File: config.mk
export PLATFORM = sky130hd
export DESIGN_NAME = self_conv_ctrl
export DESIGN_NICKNAME = d
export VERILOG_FILES = /design/src/rtl/self_conv_ctrl.sv
export SDC_FILE = /design/constraint.sdc
export NUM_CORES = 1
export LEC_CHECK = 0
export ABC_AREA = 1
export BUFFER_PORTS_ARGS = -buffer_cell sky130_fd_sc_hd__buf_2
export CAP_MARGIN = 20
export CELL_PAD_IN_SITES_DETAIL_PLACEMENT = 1
export CELL_PAD_IN_SITES_GLOBAL_PLACEMENT = 2
export CORE_UTILIZATION = 37
export DETAILED_ROUTE_END_ITERATION = 16
export GPL_ROUTABILITY_DRIVEN = 0
export MAX_ROUTING_LAYER = met4
export PLACE_DENSITY = 0.94
export RECOVER_POWER = 25
export SYNTH_ARGS = -nofsm -noshare
export SYNTH_HDL_FRONTEND = slang
export SYNTH_SLANG_ARGS = --single-unit
File: constraint.sdc
create_clock -name clk -period 12.65 [get_ports clk]
set_input_delay 2.53 -clock clk [delete_from_list [all_inputs] [get_ports clk]]
set_output_delay 2.53 -clock clk [all_outputs]
set_load 0.05 [all_outputs]
File: src/rtl/self_conv_ctrl.sv
// Self-convergence sequencer for BISG_TOP.
// It repeatedly pulses the BIST reset, lets BIST run with a growing ScanNum,
// and converts each captured speed code into a delay in ps. A session is
// declared converged once enough consecutive runs land within EPS of the
// previous delay. The first scan signature of a session becomes the golden
// reference, and any later signature that differs from it clears pass.
module self_conv_ctrl #(
    parameter int SIG_W      = 13,
    parameter int SPD_W      = 10,
    parameter int SCAN_W     = 20,
    parameter int DLY_W      = 16,
    parameter int SCAN_START = 50,
    parameter int SCAN_BASE  = 10,
    parameter int EPS        = 10,
    parameter int K_TH       = 7,
    parameter int MAX_RUNS   = 16,
    parameter int RST_CYC    = 3,
    parameter int SPD_KNEE   = 20,
    parameter int OFF_HI     = 1000,
    parameter int OFF_LO     = 900,
    parameter int STEP       = 10,
    parameter int MODE       = 1
) (
    input  logic              clk,
    input  logic              rst_n,
    input  logic              start,
    input  logic              adpll_lock,
    input  logic              over,
    input  logic              scan_done,
    input  logic [SIG_W-1:0]  sig,
    input  logic [SPD_W-1:0]  speed,
    output logic              bist_rst_n,
    output logic [SCAN_W-1:0] scan_num,
    output logic              busy,
    output logic              done,
    output logic              converged,
    output logic              pass,
    output logic [DLY_W-1:0]  dmax,
    output logic [7:0]        run_cnt,
    output logic [SIG_W-1:0]  golden_sig
);

    localparam int EW   = DLY_W + 4;
    localparam int RC_W = (RST_CYC > 1) ? $clog2(RST_CYC) : 1;
    localparam logic [SCAN_W-1:0] MULT_MAX = SCAN_W'(1) << (SCAN_W - 4);

    typedef enum logic [2:0] {
        S_IDLE,
        S_WAIT_LOCK,
        S_RST_PULSE,
        S_RUN,
        S_EVAL,
        S_UPDATE,
        S_DONE
    } state_t;

    // Delay in ps for a speed code; the offset steps up above the knee and
    // the sum is clamped to the largest value a DLY_W-bit word can hold.
    function automatic logic [DLY_W-1:0] speed_to_delay(input logic [SPD_W-1:0] spd);
        logic [EW-1:0] off;
        logic [EW-1:0] sum;
        off = (spd > SPD_W'(SPD_KNEE)) ? EW'(OFF_HI) : EW'(OFF_LO);
        sum = off + EW'(STEP) * EW'(spd);
        if (sum > EW'({DLY_W{1'b1}}))
            return '1;
        else
            return sum[DLY_W-1:0];
    endfunction

    // True when two delays differ by no more than EPS, in either direction.
    function automatic logic within_eps(input logic [DLY_W-1:0] a, input logic [DLY_W-1:0] b);
        logic [DLY_W-1:0] diff;
        diff = (a >= b) ? (a - b) : (b - a);
        return (diff <= DLY_W'(EPS));
    endfunction

    // Doubling multiplier used after a hit, pinned at MULT_MAX.
    function automatic logic [SCAN_W-1:0] double_mult(input logic [SCAN_W-1:0] m);
        if (m >= MULT_MAX)
            return MULT_MAX;
        else
            return m << 1;
    endfunction

    // Next ScanNum = cur + m*SCAN_BASE, computed wide and clamped to all-ones.
    function automatic logic [SCAN_W-1:0] scan_step(input logic [SCAN_W-1:0] cur,
                                                    input logic [SCAN_W-1:0] m);
        logic [2*SCAN_W-1:0] sum;
        sum = {{SCAN_W{1'b0}}, cur} + ({{SCAN_W{1'b0}}, m} * (2*SCAN_W)'(SCAN_BASE));
        if (sum > {{SCAN_W{1'b0}}, {SCAN_W{1'b1}}})
            return '1;
        else
            return sum[SCAN_W-1:0];
    endfunction

    state_t             state_q;
    logic               bist_rst_n_q;
    logic [SCAN_W-1:0]  scan_num_q;
    logic               busy_q;
    logic               done_q;
    logic               converged_q;
    logic               pass_q;
    logic [DLY_W-1:0]   dmax_q;
    logic [7:0]         run_cnt_q;
    logic [SIG_W-1:0]   golden_sig_q;
    logic [7:0]         hit_cnt_q;
    logic [SCAN_W-1:0]  mult_q;
    logic               golden_vld_q;
    logic [RC_W-1:0]    rst_cnt_q;
    logic               armed_q;
    logic [SPD_W-1:0]   speed_q;

    logic [DLY_W-1:0]   dly_d;
    logic               hit_d;
    logic [SCAN_W-1:0]  scan_next_d;

    assign dly_d       = speed_to_delay(speed_q);
    assign hit_d       = (run_cnt_q != 8'd0) && within_eps(dly_d, dmax_q);
    assign scan_next_d = scan_step(scan_num_q, mult_q);

    // Speed code is only valid while over is high, so hold it for EVAL.
    always_ff @(posedge clk) begin
        if (state_q == S_RUN && over && armed_q)
            speed_q <= speed;
    end

    // Session sequencer: lock wait, BIST reset pulse, run, evaluate, update.
    always_ff @(posedge clk or negedge rst_n) begin
        if (!rst_n) begin
            state_q      <= S_IDLE;
            bist_rst_n_q <= 1'b1;
            scan_num_q   <= SCAN_W'(SCAN_START);
            busy_q       <= 1'b0;
            done_q       <= 1'b0;
            converged_q  <= 1'b0;
            pass_q       <= 1'b1;
            dmax_q       <= '0;
            run_cnt_q    <= '0;
            golden_sig_q <= '0;
            hit_cnt_q    <= '0;
            mult_q       <= SCAN_W'(1);
            golden_vld_q <= 1'b0;
            rst_cnt_q    <= '0;
            armed_q      <= 1'b0;
        end else begin
            case (state_q)
                S_IDLE, S_DONE: begin
                    if (start) begin
                        run_cnt_q    <= '0;
                        hit_cnt_q    <= '0;
                        golden_vld_q <= 1'b0;
                        done_q       <= 1'b0;
                        converged_q  <= 1'b0;
                        pass_q       <= 1'b1;
                        mult_q       <= SCAN_W'(1);
                        scan_num_q   <= SCAN_W'(SCAN_START);
                        busy_q       <= 1'b1;
                        bist_rst_n_q <= 1'b1;
                        state_q      <= S_WAIT_LOCK;
                    end
                end
                S_WAIT_LOCK: begin
                    if (adpll_lock) begin
                        bist_rst_n_q <= 1'b0;
                        rst_cnt_q    <= '0;
                        state_q      <= S_RST_PULSE;
                    end
                end
                S_RST_PULSE: begin
                    if (rst_cnt_q == RC_W'(RST_CYC - 1)) begin
                        bist_rst_n_q <= 1'b1;
                        armed_q      <= 1'b0;
                        state_q      <= S_RUN;
                    end else begin
                        rst_cnt_q <= rst_cnt_q + 1'b1;
                    end
                end
                S_RUN: begin
                    if (!adpll_lock) begin
                        // Abandon this run; counters stay as they were.
                        state_q <= S_WAIT_LOCK;
                    end else begin
                        // over is not trusted in the first cycle after reset release.
                        armed_q <= 1'b1;
                        if (scan_done) begin
                            if (!golden_vld_q) begin
                                golden_sig_q <= sig;
                                golden_vld_q <= 1'b1;
                            end else if (sig != golden_sig_q) begin
                                pass_q <= 1'b0;
                            end
                        end
                        if (over && armed_q)
                            state_q <= S_EVAL;
                    end
                end
                S_EVAL: begin
                    if (hit_d) begin
                        if (hit_cnt_q != 8'hFF)
                            hit_cnt_q <= hit_cnt_q + 8'd1;
                        mult_q <= (MODE == 1) ? double_mult(mult_q) : SCAN_W'(1);
                    end else begin
                        hit_cnt_q <= '0;
                        mult_q    <= SCAN_W'(1);
                    end
                    dmax_q    <= dly_d;
                    run_cnt_q <= run_cnt_q + 8'd1;
                    state_q   <= S_UPDATE;
                end
                S_UPDATE: begin
                    if (hit_cnt_q >= 8'(K_TH)) begin
                        converged_q <= 1'b1;
                        done_q      <= 1'b1;
                        busy_q      <= 1'b0;
                        state_q     <= S_DONE;
                    end else if (run_cnt_q >= 8'(MAX_RUNS)) begin
                        converged_q <= 1'b0;
                        done_q      <= 1'b1;
                        busy_q      <= 1'b0;
                        state_q     <= S_DONE;
                    end else begin
                        scan_num_q   <= scan_next_d;
                        bist_rst_n_q <= 1'b0;
                        rst_cnt_q    <= '0;
                        state_q      <= S_RST_PULSE;
                    end
                end
                default: state_q <= S_IDLE;
            endcase
        end
    end

    assign bist_rst_n = bist_rst_n_q;
    assign scan_num   = scan_num_q;
    assign busy       = busy_q;
    assign done       = done_q;
    assign converged  = converged_q;
    assign pass       = pass_q;
    assign dmax       = dmax_q;
    assign run_cnt    = run_cnt_q;
    assign golden_sig = golden_sig_q;

endmodule

==> results.py <==
metrics = {
    "status": {
        "outcome": "finished with violations",
        "violations": "capacitance limit, slew limit",
    },
    "logic_synthesis": {
        "synth_edf_count": 10,
        "syn-cell-area_sq_um": 9620,
        "synth_cell_type_count": 51,
        "ys_seq_elements": 105,
        "synth.avg_cell_area_sq_um": 7.03,
        "ys_seq_area_share_pct": 27.9,
        "postSynthCellCount": 1367,
        "synth_flop_cell": "dfrtp_1",
        "yosysWarnings": 0,
        "async_flop_share_pct": 90.5,
    },
    "power": {
        "sw_frac_of_total_pct": 56.7,
        "pwr-share-seq_pct": 20.8,
        "clkPwrFrac_pct": 12.5,
        "p_per_area_nw_per_um2": 215,
        "pwr-share-comb_pct": 66.6,
        "ir_drop_mv": 0.132,
        "internal_power_mw": 0.994,
        "p_sw_mw": 1.30,
        "power.leakage_nw": 5.94,
    },
    "grt": {
        "met2_usage_pct": 37.8,
        "grt_max_degree": 73,
        "first_global_vias": 9777,
        "grt_busiest_layer": "met2",
        "antenna_found_initial": 0,
        "met1_usage_pct": 30.5,
        "track_usage_pct": 23.3,
        "grt_pass1_wl_um": 48300,
        "grt_overflow": 0,
        "use_met3_pct": 2.84,
    },
    "cts": {
        "clock_sinks": 105,
        "cts_resized": 0,
        "holdBufCountCts": 0,
        "h-tree-depth": 3,
        "cts_setup_buffers": 0,
        "insertion_delay_ns": 0.36,
        "path_clk_slew_ns": 0.08,
        "clockBufferDepth": 2,
        "cts_tree": "yes",
        "cts_buffers": 9,
        "cts_root_buf": "clkbuf_16",
    },
    "timing": {
        "clock.fmax_mhz": 142,
        "finalMaxSlewViolations": 73,
        "hold_viol_final": 0,
        "hold_slack_ns": 0.467,
        "setup_viol": 0,
        "skew_ns": 0.0145,
        "setup_ws_ns": 5.62,
        "fin_crit_sh_pct": 55.5,
        "max-slew-margin-rel_pct": -172,
        "rsz0062_at_grt": "false",
        "period_needed_ns": 7.03,
        "tightest_slew_ns": 4.09,
        "tns_ns": 0,
    },
    "floorplan": {
        "io_pins": 91,
        "rows": 58,
        "dieArea_sq_um": 26600,
        "die_w_um": 163,
        "start_util_pct": 38.0,
        "core-area_sq_um": 25300,
        "dieHeight_um": 163,
    },
    "drt": {
        "drt-wirelength-per-cell_um": 15.8,
        "drc": 0,
        "initialDrtViolationCount": 339,
        "routed_wl_um": 28200,
        "vias": 9217,
        "avgViaCountPerCell": 5.17,
        "firstDrtPassIters": 4,
        "ant_nets": 0,
    },
    "setup_path": {
        "ff2ff_setup_slack_ns": 6.94,
        "r2r_cells": 26,
        "worst-path-buf-inv": 2,
        "endpoint": "mult_q[15]$_DFFE_PN0P_",
        "critPathTopFamily": "buffers and inverters",
        "cpMostUsedCell": "clkbuf_1",
        "reg2reg_to": "mult_q[3]$_DFFE_PN0P_",
        "start_kind": "primary input",
        "path_cells": "clkbuf_1 -> clkbuf_1",
        "max_stage_delay_ns": 2.95,
        "crit_start": "rst_n",
        "r2r_start": "speed_q[0]$_DFFE_PP_",
        "cp-end-kind": "async pin",
        "cpMaxStageDelayCell": "clkbuf_1",
        "crit_required_ns": 12.17,
        "worstPathArrival_ns": 6.55,
        "worstPathMaxFanout": 72,
        "path_class": "primary input to async pin",
        "cp_num_cells": 2,
    },
    "finish": {
        "antenna_cells": 0,
        "stdcell_count": 1783,
        "drive_above_1_share_pct": 11.3,
        "syn2layout_area_growth_pct": 10.9,
        "multi_input_comb_area_sq_um": 6100,
        "final_nets": 1590,
        "fillCellCount": 3304,
        "regArea_sq_um": 2690,
    },
    "worst_hold_path": {
        "worstHoldStart": "pass$_DFFE_PN1P_",
        "hp-class": "flop to flop",
    },
    "place": {
        "dp_slack_ns": 6.90,
        "dp_hpwl_um": 23100,
        "dp.cells": 1767,
        "port_buffers": 88,
    },
    "flow_run": {
        "maxCapViolations": 1,
    },
}
==> worst min path at each step <==
stage | end | slack, ns | cells after the start
floorplan | rst_cnt_q[1]$_DFFE_PN0P_ | 0.46 | 2
global placement | pass$_DFFE_PN1P_ | 0.45 | 2
detailed placement | pass$_DFFE_PN1P_ | 0.46 | 2
CTS | pass$_DFFE_PN1P_ | 0.47 | 2
global route | pass$_DFFE_PN1P_ | 0.47 | 2
finish | pass$_DFFE_PN1P_ | 0.47 | 2
==> area by class of cell <==
type                            instances  share of cell area (%)
Clock inverter                          7                   0.657
Inverter                              189                    6.65
Tap cell                              330                    3.87
Timing Repair Buffer                   92                    4.32
Sequential cell                       105                    25.2
Clock buffer                            9                    2.11
Multi-Input combinational cell       1051                    57.2
==> power by group through the flow <==
| stage | clock (mW) | combinational [mW] | sequential, mW |
|---|---|---|---|
| after floorplan | 0 | 0.958 | 0.653 |
| after global placement | 0 | 1.51 | 0.481 |
| after detailed placement | 0 | 1.53 | 0.484 |
| after CTS | 0.296 | 1.54 | 0.479 |
| after global routing | 0.308 | 1.71 | 0.490 |
| final | 0.288 | 1.53 | 0.478 |
==> cells by family after synthesis <==
family | count (synthesis) | synth area share (%)
compound gates | 195 | 11.8
xor+xnor | 64 | 5.83
fa+ha+maj | 113 | 15.2
buf+inv | 213 | 8.76
flops | 105 | 27.9
mux | 10 | 1.17
other cells | 2 | 0.0781
simple gates | 665 | 29.3
==> cells in the final DEF, fill, tap and decap left out, types with 6 or more instances in the layout <==
cell and count:
mux2_2 10, clkbuf_16 9, nor2_1 120, nor3_1 12, nor4_1 6, inv_2 8
fa_1 6, nand2_1 392, dfstp_2 6, buf_2 83, a21o_1 7, nor2_2 7
nand3_1 77, o21ai_2 10, inv_1 180, edfxtp_1 10, o21ai_0 66, a21oi_1 73
o21bai_1 8, ha_1 107, nand4_1 26, or2_2 7, dfrtp_1 89, a31oi_1 7
clkbuf_1 6, xnor2_1 17, xor2_1 47
==> per-stage QoR <==
stage / instance area, sq um / total power [mW] / util (%)
after floorplan: 9620 / 1.61 / -
after global placement: 10400 / 1.99 / 41.0
after detailed placement: 10400 / 2.02 / 41.0
after CTS: 10700 / 2.31 / 42.2
after global routing: 10700 / 2.51 / 42.1
final: 10700 / 2.30 / 42.1
==> metal layers <==
metal,wire length [um],vias up
li1,-,4595
met1,13900,4456
met2,13100,128
met3,744,38
met4,510,0
met5,0,-
==> state kept, by name, indices dropped and copies added (netlist names), 2 cells and up <==
signal,count
mult_q,20
scan_num,20
dmax,14
golden_sig,13
speed_q,10
hit_cnt_q,8
run_cnt,8
state_q,3
rst_cnt_q,2
==> synthesized netlist by cell type, types with 10 or more instances <==
master	count	share of area (%)
inv_1	180	7.0
dfrtp_1	89	23
nand2_1	392	15
xor2_1	47	4.3
xnor2_1	17	1.5
nand4_1	26	1.7
o21ai_2	10	0.91
nand3_1	77	4.0
nor3_1	12	0.62
ha_1	107	14
nor2_1	120	4.7
mux2_2	10	1.2
buf_2	10	0.52
edfxtp_1	10	3.1
a21oi_1	73	3.8
o21ai_0	66	3.4
Note: power is estimated with default switching activity, not from simulation.
